## config.mk

```make
export PLATFORM = sky130hd
export DESIGN_NAME = acumulador_serial
export DESIGN_NICKNAME = d
export VERILOG_FILES = /design/src/rtl/acumulador_serial.sv
export SDC_FILE = /design/constraint.sdc
export NUM_CORES = 1
export LEC_CHECK = 0
export ABC_AREA = 0
export BUFFER_PORTS_ARGS = -buffer_cell sky130_fd_sc_hd__buf_2
export CAP_MARGIN = 20
export CORE_ASPECT_RATIO = 1.25
export CORE_UTILIZATION = 25
export CTS_CLUSTER_SIZE = 24
export DETAILED_ROUTE_END_ITERATION = 10
export PLACE_DENSITY_LB_ADDON = 0.2
export SLEW_MARGIN = 20
export SYNTH_ARGS = -nofsm -noshare
export SYNTH_HDL_FRONTEND = slang
export SYNTH_HIERARCHICAL = 1
export SYNTH_SLANG_ARGS = --single-unit
```

## constraint.sdc

```tcl
create_clock -name clk -period 4.6 [get_ports clk]
set_input_delay 0.69 -clock clk [delete_from_list [all_inputs] [get_ports clk]]
set_output_delay 0.69 -clock clk [all_outputs]
set_load 0.02 [all_outputs]
```

## src/rtl/acumulador_serial.sv

```systemverilog
// Serial 4-bit accumulator: sums num_oper operands received over a valid/ready stream
// and presents the modulo-16 sum with a sticky carry flag on a valid/ready result port.

module Somador4Bits (
    input  logic [3:0] A,
    input  logic [3:0] B,
    input  logic       Cin,
    output logic [3:0] S,
    output logic       Cout
);

    assign {Cout, S} = {1'b0, A} + {1'b0, B} + {4'b0000, Cin};

endmodule

module acumulador_serial (
    input  logic       clk,
    input  logic       rst_n,
    input  logic       start,
    input  logic [3:0] num_oper,
    input  logic       in_valid,
    output logic       in_ready,
    input  logic [3:0] in_dado,
    output logic       out_valid,
    input  logic       out_ready,
    output logic [3:0] soma,
    output logic       overflow,
    output logic       busy
);

    localparam logic [1:0] IDLE   = 2'b00;
    localparam logic [1:0] ACUM   = 2'b01;
    localparam logic [1:0] RESULT = 2'b10;

    logic [1:0] state_q, state_d;
    logic [3:0] acc_q, acc_d;
    logic [3:0] cnt_q, cnt_d;
    logic       ovf_q, ovf_d;
    logic [3:0] sum;
    logic       carry;

    Somador4Bits u_somador (
        .A    (acc_q),
        .B    (in_dado),
        .Cin  (1'b0),
        .S    (sum),
        .Cout (carry)
    );

    always_comb begin
        state_d = state_q;
        acc_d   = acc_q;
        cnt_d   = cnt_q;
        ovf_d   = ovf_q;
        case (state_q)
            IDLE: begin
                if (start) begin
                    acc_d   = 4'd0;
                    ovf_d   = 1'b0;
                    cnt_d   = num_oper;
                    state_d = (num_oper == 4'd0) ? RESULT : ACUM;
                end
            end
            ACUM: begin
                if (in_valid) begin
                    acc_d = sum;
                    ovf_d = ovf_q | carry;
                    cnt_d = cnt_q - 4'd1;
                    if (cnt_q == 4'd1) begin
                        state_d = RESULT;
                    end
                end
            end
            RESULT: begin
                if (out_ready) begin
                    state_d = IDLE;
                end
            end
            // The spare encoding recovers to IDLE on the next edge.
            default: state_d = IDLE;
        endcase
    end

    always_ff @(posedge clk or negedge rst_n) begin
        if (!rst_n) begin
            state_q <= IDLE;
            acc_q   <= 4'd0;
            cnt_q   <= 4'd0;
            ovf_q   <= 1'b0;
        end else begin
            state_q <= state_d;
            acc_q   <= acc_d;
            cnt_q   <= cnt_d;
            ovf_q   <= ovf_d;
        end
    end

    assign in_ready  = (state_q == ACUM);
    assign out_valid = (state_q == RESULT);
    assign busy      = (state_q != IDLE);
    assign soma      = acc_q;
    assign overflow  = ovf_q;

endmodule

```

# Yosys cells after proc, flatten, opt, wreduce, memory -nomap -nowiden
# Cells that the tools add are included.
[totals]
register_bits = 11
in_bits = 13
elab_cells = 35
[classes]
n_eq_ne = 7
bitwise_logic = 1
n_mux = 15
add_sub_neg = 2
reduce_logical = 6
[ops]
columns = ["op", "count"]
rows = [
  ["$mux W4", 4],
  ["$pmux W4 S2", 2],
  ["$mux W2", 5],
  ["$pmux W2 S3", 1],
  ["$add A4 B4 Y5", 1],
  ["$eq A4 B1 Y1 const B", 1],
  ["$logic_not A4 Y1", 1],
  ["$ne A2 B1 Y1 const B", 2],
  ["$ne A2 B2 Y1 const B", 2],
  ["$reduce_and A4 Y1", 1],
  ["$reduce_bool A2 Y1", 2],
  ["$sub A4 B1 Y4 const B", 1],
  ["$reduce_and A3 Y1", 1],
  ["$eq A2 B1 Y1 const B", 1],
  ["$eq A2 B2 Y1 const B", 1],
  ["$logic_not A2 Y1", 1],
  ["$mux W1", 2],
  ["$pmux W1 S2", 1],
  ["$or A1 B1 Y1", 1],
]

# Logic depth before layout (Yosys ltp)
[depth]
depth_word = 4
depth_mapped = 8

# Hierarchy
# Netlist, hierarchy kept.
[by_module_without_submodules]
columns = ["module", "area_each_um2", "instances", "cells_per_inst", "seq_area_each_um2"]
rows = [
  ["acumulador_serial", 586.8, 1, 62, 275.3],
  ["Somador4Bits", 143.9, 1, 16, 0.0],
]

# Least setup slack after synthesis
# Ideal clock, no wire load.
[synth_timing]
path_type = "input -> register"
startpoint = "input in_dado[0]"
endpoint = "register ovf_q (netlist: overflow)"
required_ps = 4479
stages = 8
n_path_buf = 0
slack_ps = 2701
arrival_ps = 1779
path_cell_list = "fa_1 -> inv_1 -> fa_1 -> nor2b_1 -> o21ai_0 -> nand2b_1 -> a31oi_1 -> nor2_1"
[synth_between]
elab_chain_cells = 4
[synth_lines]
columns = ["item", "line", "source"]
rows = [
  ["from (decl)", "23", "input logic [3:0] in_dado,"],
  ["$add A4 B4 Y5", "12", "assign {Cout, S} = {1'b0, A} + {1'b0, B} + {4'b0000, Cin};"],
  ["named net carry", "40", "logic carry;"],
  ["$or A1 B1 Y1", "67", "ovf_d = ovf_q | carry;"],
  ["$mux W1", "65", "if (in_valid) begin"],
  ["$pmux W1 S2", "55", "case (state_q)"],
  ["to (signal assigned)", "94", "ovf_q <= ovf_d;"],
  ["to (decl)", "38", "logic ovf_q, ovf_d;"],
]
# The timed path passes the listed nets, and every way through them passes these cells. The select of a mux whose other input is x is not followed.
# A chain may end at the register's enable or synchronous reset.

# Final worst setup path
[layout_timing]
startpoint = "register state_q[0]"
endpoint = "output in_ready"
[layout_between]
elab_chain_cells = 1
[layout_lines]
columns = ["item", "line", "source"]
rows = [
  ["from (decl)", "35", "logic [1:0] state_q, state_d;"],
  ["from (signal assigned)", "91", "state_q <= state_d;"],
  ["$eq A2 B1 Y1", "98", "assign in_ready = (state_q == ACUM);"],
  ["to (decl)", "22", "output logic in_ready,"],
]
# No other way between the ends.

==> results.json <==
{
  "status": "finished, final reports clean",
  "grt_pass1_wl_mm": 2.56,
  "power.density_nw_per_um2": 628,
  "io_buffers": 20,
  "clock_skew_ns": 0.000884,
  "crit_start": "state_q[0]",
  "place_area_um2": 861,
  "drive_gt1_share_pct": 26.3,
  "synth_seq_cells": 11,
  "dr.pass1.iters": 4,
  "fin_crit_ns": 2.05,
  "rows": 21,
  "clock-sinks": 11,
  "yosys_warnings": 6,
  "dieArea_um2": 3140,
  "synth.area.top_cells": "dfrtp_1, ha_1, fa_1",
  "clk_pin_slew_ns": 0.08,
  "io_pins": 21,
  "cp.arrival_ns": 1.36,
  "hp-class": "in -> async",
  "synth-seq-area-share_pct": 37.7,
  "max_cap_viol_count": 0,
  "vias": 622,
  "globalplace.congestion": 0.732,
  "htree_levels": 1,
  "nets": 120,
  "antenna_found_initial": 0,
  "setup_viol": 0,
  "crit_required_ns": 3.91,
  "viasPerCell": 4.68,
  "ys_types": 31,
  "crit_type": "reg -> out",
  "period_share_pct": 44.5,
  "final_hold_viol_count": 0,
  "slew_headroom_pct": 66.7,
  "crit_fanout": 12,
  "clkPwrFrac_pct": 12.4,
  "synth_area_um2": 731,
  "syn-num-nets": 98,
  "pwr-share-seq_pct": 33.7,
  "endpoint_kind": "output pin",
  "finalSetupTns_ns": 0,
  "switching_share_pct": 44.8,
  "combPwrFrac_pct": 54.0,
  "p_switching_mw": 0.249,
  "die_h_um": 62.4,
  "hpwlAfterDp_mm": 1.19,
  "track_usage_pct": 10.9,
  "syn_to_final_growth_pct": 21.4,
  "routed_wirelength_mm": 1.53,
  "worstReg2RegStart": "state_q[0]",
  "netlist_instances": 78,
  "drtAntennaViolNets": 0,
  "setup_ws_ns": 2.55,
  "grt_max_degree": 14,
  "finalInstanceArea_um2": 887,
  "cts_resized": 0,
  "worstSkewPairLatency_ns": 0.27,
  "tightest_slew_ns": 0.495,
  "cts-hold-fix-buffers": 0,
  "coreArea_um2": 2730,
  "grt_pass1_vias": 599,
  "cts_buffers": 3,
  "cts_root_buf": "clkbuf_4",
  "die_w_um": 50.4,
  "cts_tree": "built",
  "routedWlPerCell_um": 11.5,
  "remaining_drc_errors": 0,
  "drt_iter0_drc": 10,
  "yosysTopAreaCellShare_pct": 37.7,
  "power.leakage_nw": 0.438,
  "fmax_mhz": 488,
  "maxSlewViolCount": 0,
  "cp-start-kind": "register",
  "ir_drop_mv": 0.298,
  "p_int_mw": 0.308,
  "post-synth-top-area-cell": "dfrtp_1",
  "initial_core_util_pct": 26.7,
  "clock_path_buffers": 2,
  "grt_setup_unrepaired": "false",
  "synth.avg_cell_area_um2": 9.37,
  "fillCellCount": 307,
  "postCtsSetupRepairBufs": 0,
  "grt_overflow": 0,
  "antenna_cells": 0,
  "dp_worst_setup_slack_ns": 2.45
}
[power groups by stage]
stage	clock [mW]	combinational (mW)	sequential, mW
after global routing	0.0738	0.341	0.196
after CTS	0.0704	0.307	0.188
after detailed placement	0	0.306	0.190
final	0.0689	0.301	0.187
after global placement	0	0.299	0.190
after floorplan	0	0.226	0.194
[cell usage in the layout (no fill, tap or decap), types with 2 or more instances in the layout]
cell type,instances
o21ai_0,2
nand2_1,3
a22o_1,4
nor3b_1,2
nor4_1,2
inv_1,8
dfrtp_1,11
o21ai_1,4
ha_1,5
xnor2_1,2
fa_1,2
nor2_1,7
clkbuf_4,3
a21oi_1,5
a31oi_1,2
nand2b_1,2
buf_2,20
[worst max-delay path: stages, from the launching register on]
cell      delay, ns
dfrtp_1        0.54
nand2b_1       0.28
inv_1          0.10
buf_2          0.16
[layer usage]
layer  GRT usage [%]  share of wire (%)
met1            13.5                 47
met2            16.3                 48
met3            1.70                3.3
met4            9.03                1.8
met5               0                  0
[cells by family (layout without fill, tap and decap cells)]
group / after synthesis / in the layout / synth area share (%)
compound gates: 22 / 22 / 19.5
buf+inv: 11 / 32 / 5.82
flops: 11 / 11 / 37.7
mux: 1 / 1 / 1.37
other cells: 1 / 1 / 0.513
simple gates: 23 / 23 / 18.7
xor+xnor: 2 / 2 / 2.40
fa+ha+maj: 7 / 7 / 14.0
[synth_stat cells, drive strengths merged]
cell and instances:
or4b 1, nand2b 2, nor2b 1, nor3b 2
a31o 1, nor2 7, a211o 1, ha 5
dfrtp 11, o21ai 6, or2 2, clkbuf 2
fa 2, xnor2 2, a22o 4, inv 8
mux2i 1, nand2 3, o22ai 1, nor4 2
buf 1, or3 1, a21oi 6, a31oi 2
conb 1, a21o 1, nor4b 2
[layout make-up]
type                       instances  area, µm²  area share (%)
inverter                           8       30.0            3.39
timing repair buffer              20        100            11.3
clock buffer                       4       26.3            2.96
multi-input combinational         56        413            46.5
tap                               34       42.5            4.80
sequential                        11        275            31.0
[sequential cells by signal, summed over array words and instances, names as in the netlist]
register  count
soma          4
state_q       2
cnt_q         4
overflow      1
[stage by stage]
| step | total power [mW] | cells | hold WS [ns] | util, % |
|---|---|---|---|---|
| floorplan | 0.421 | 78 | 0.394 | - |
| global route | 0.611 | 133 | 0.294 | 32.5 |
| global placement | 0.489 | 129 | 0.509 | 31.5 |
| finish | 0.557 | 133 | 0.280 | 32.5 |
| detailed placement | 0.496 | 129 | 0.509 | 31.5 |
| CTS | 0.565 | 133 | 0.286 | 32.5 |
[worst paths after layout]
path	end	slack, ns	depth (start not counted)
setup / recovery	in_ready	2.55	3
hold / removal	state_q[1]	0.28	1
setup reg to reg	soma[0]	2.75	4
hold reg to reg	cnt_q[1]	0.52	2
max in group asynchronous	overflow	4.11	1
min in group clk	cnt_q[1]	0.52	2
No activity file was read; power rests on OpenSTA's default activity.
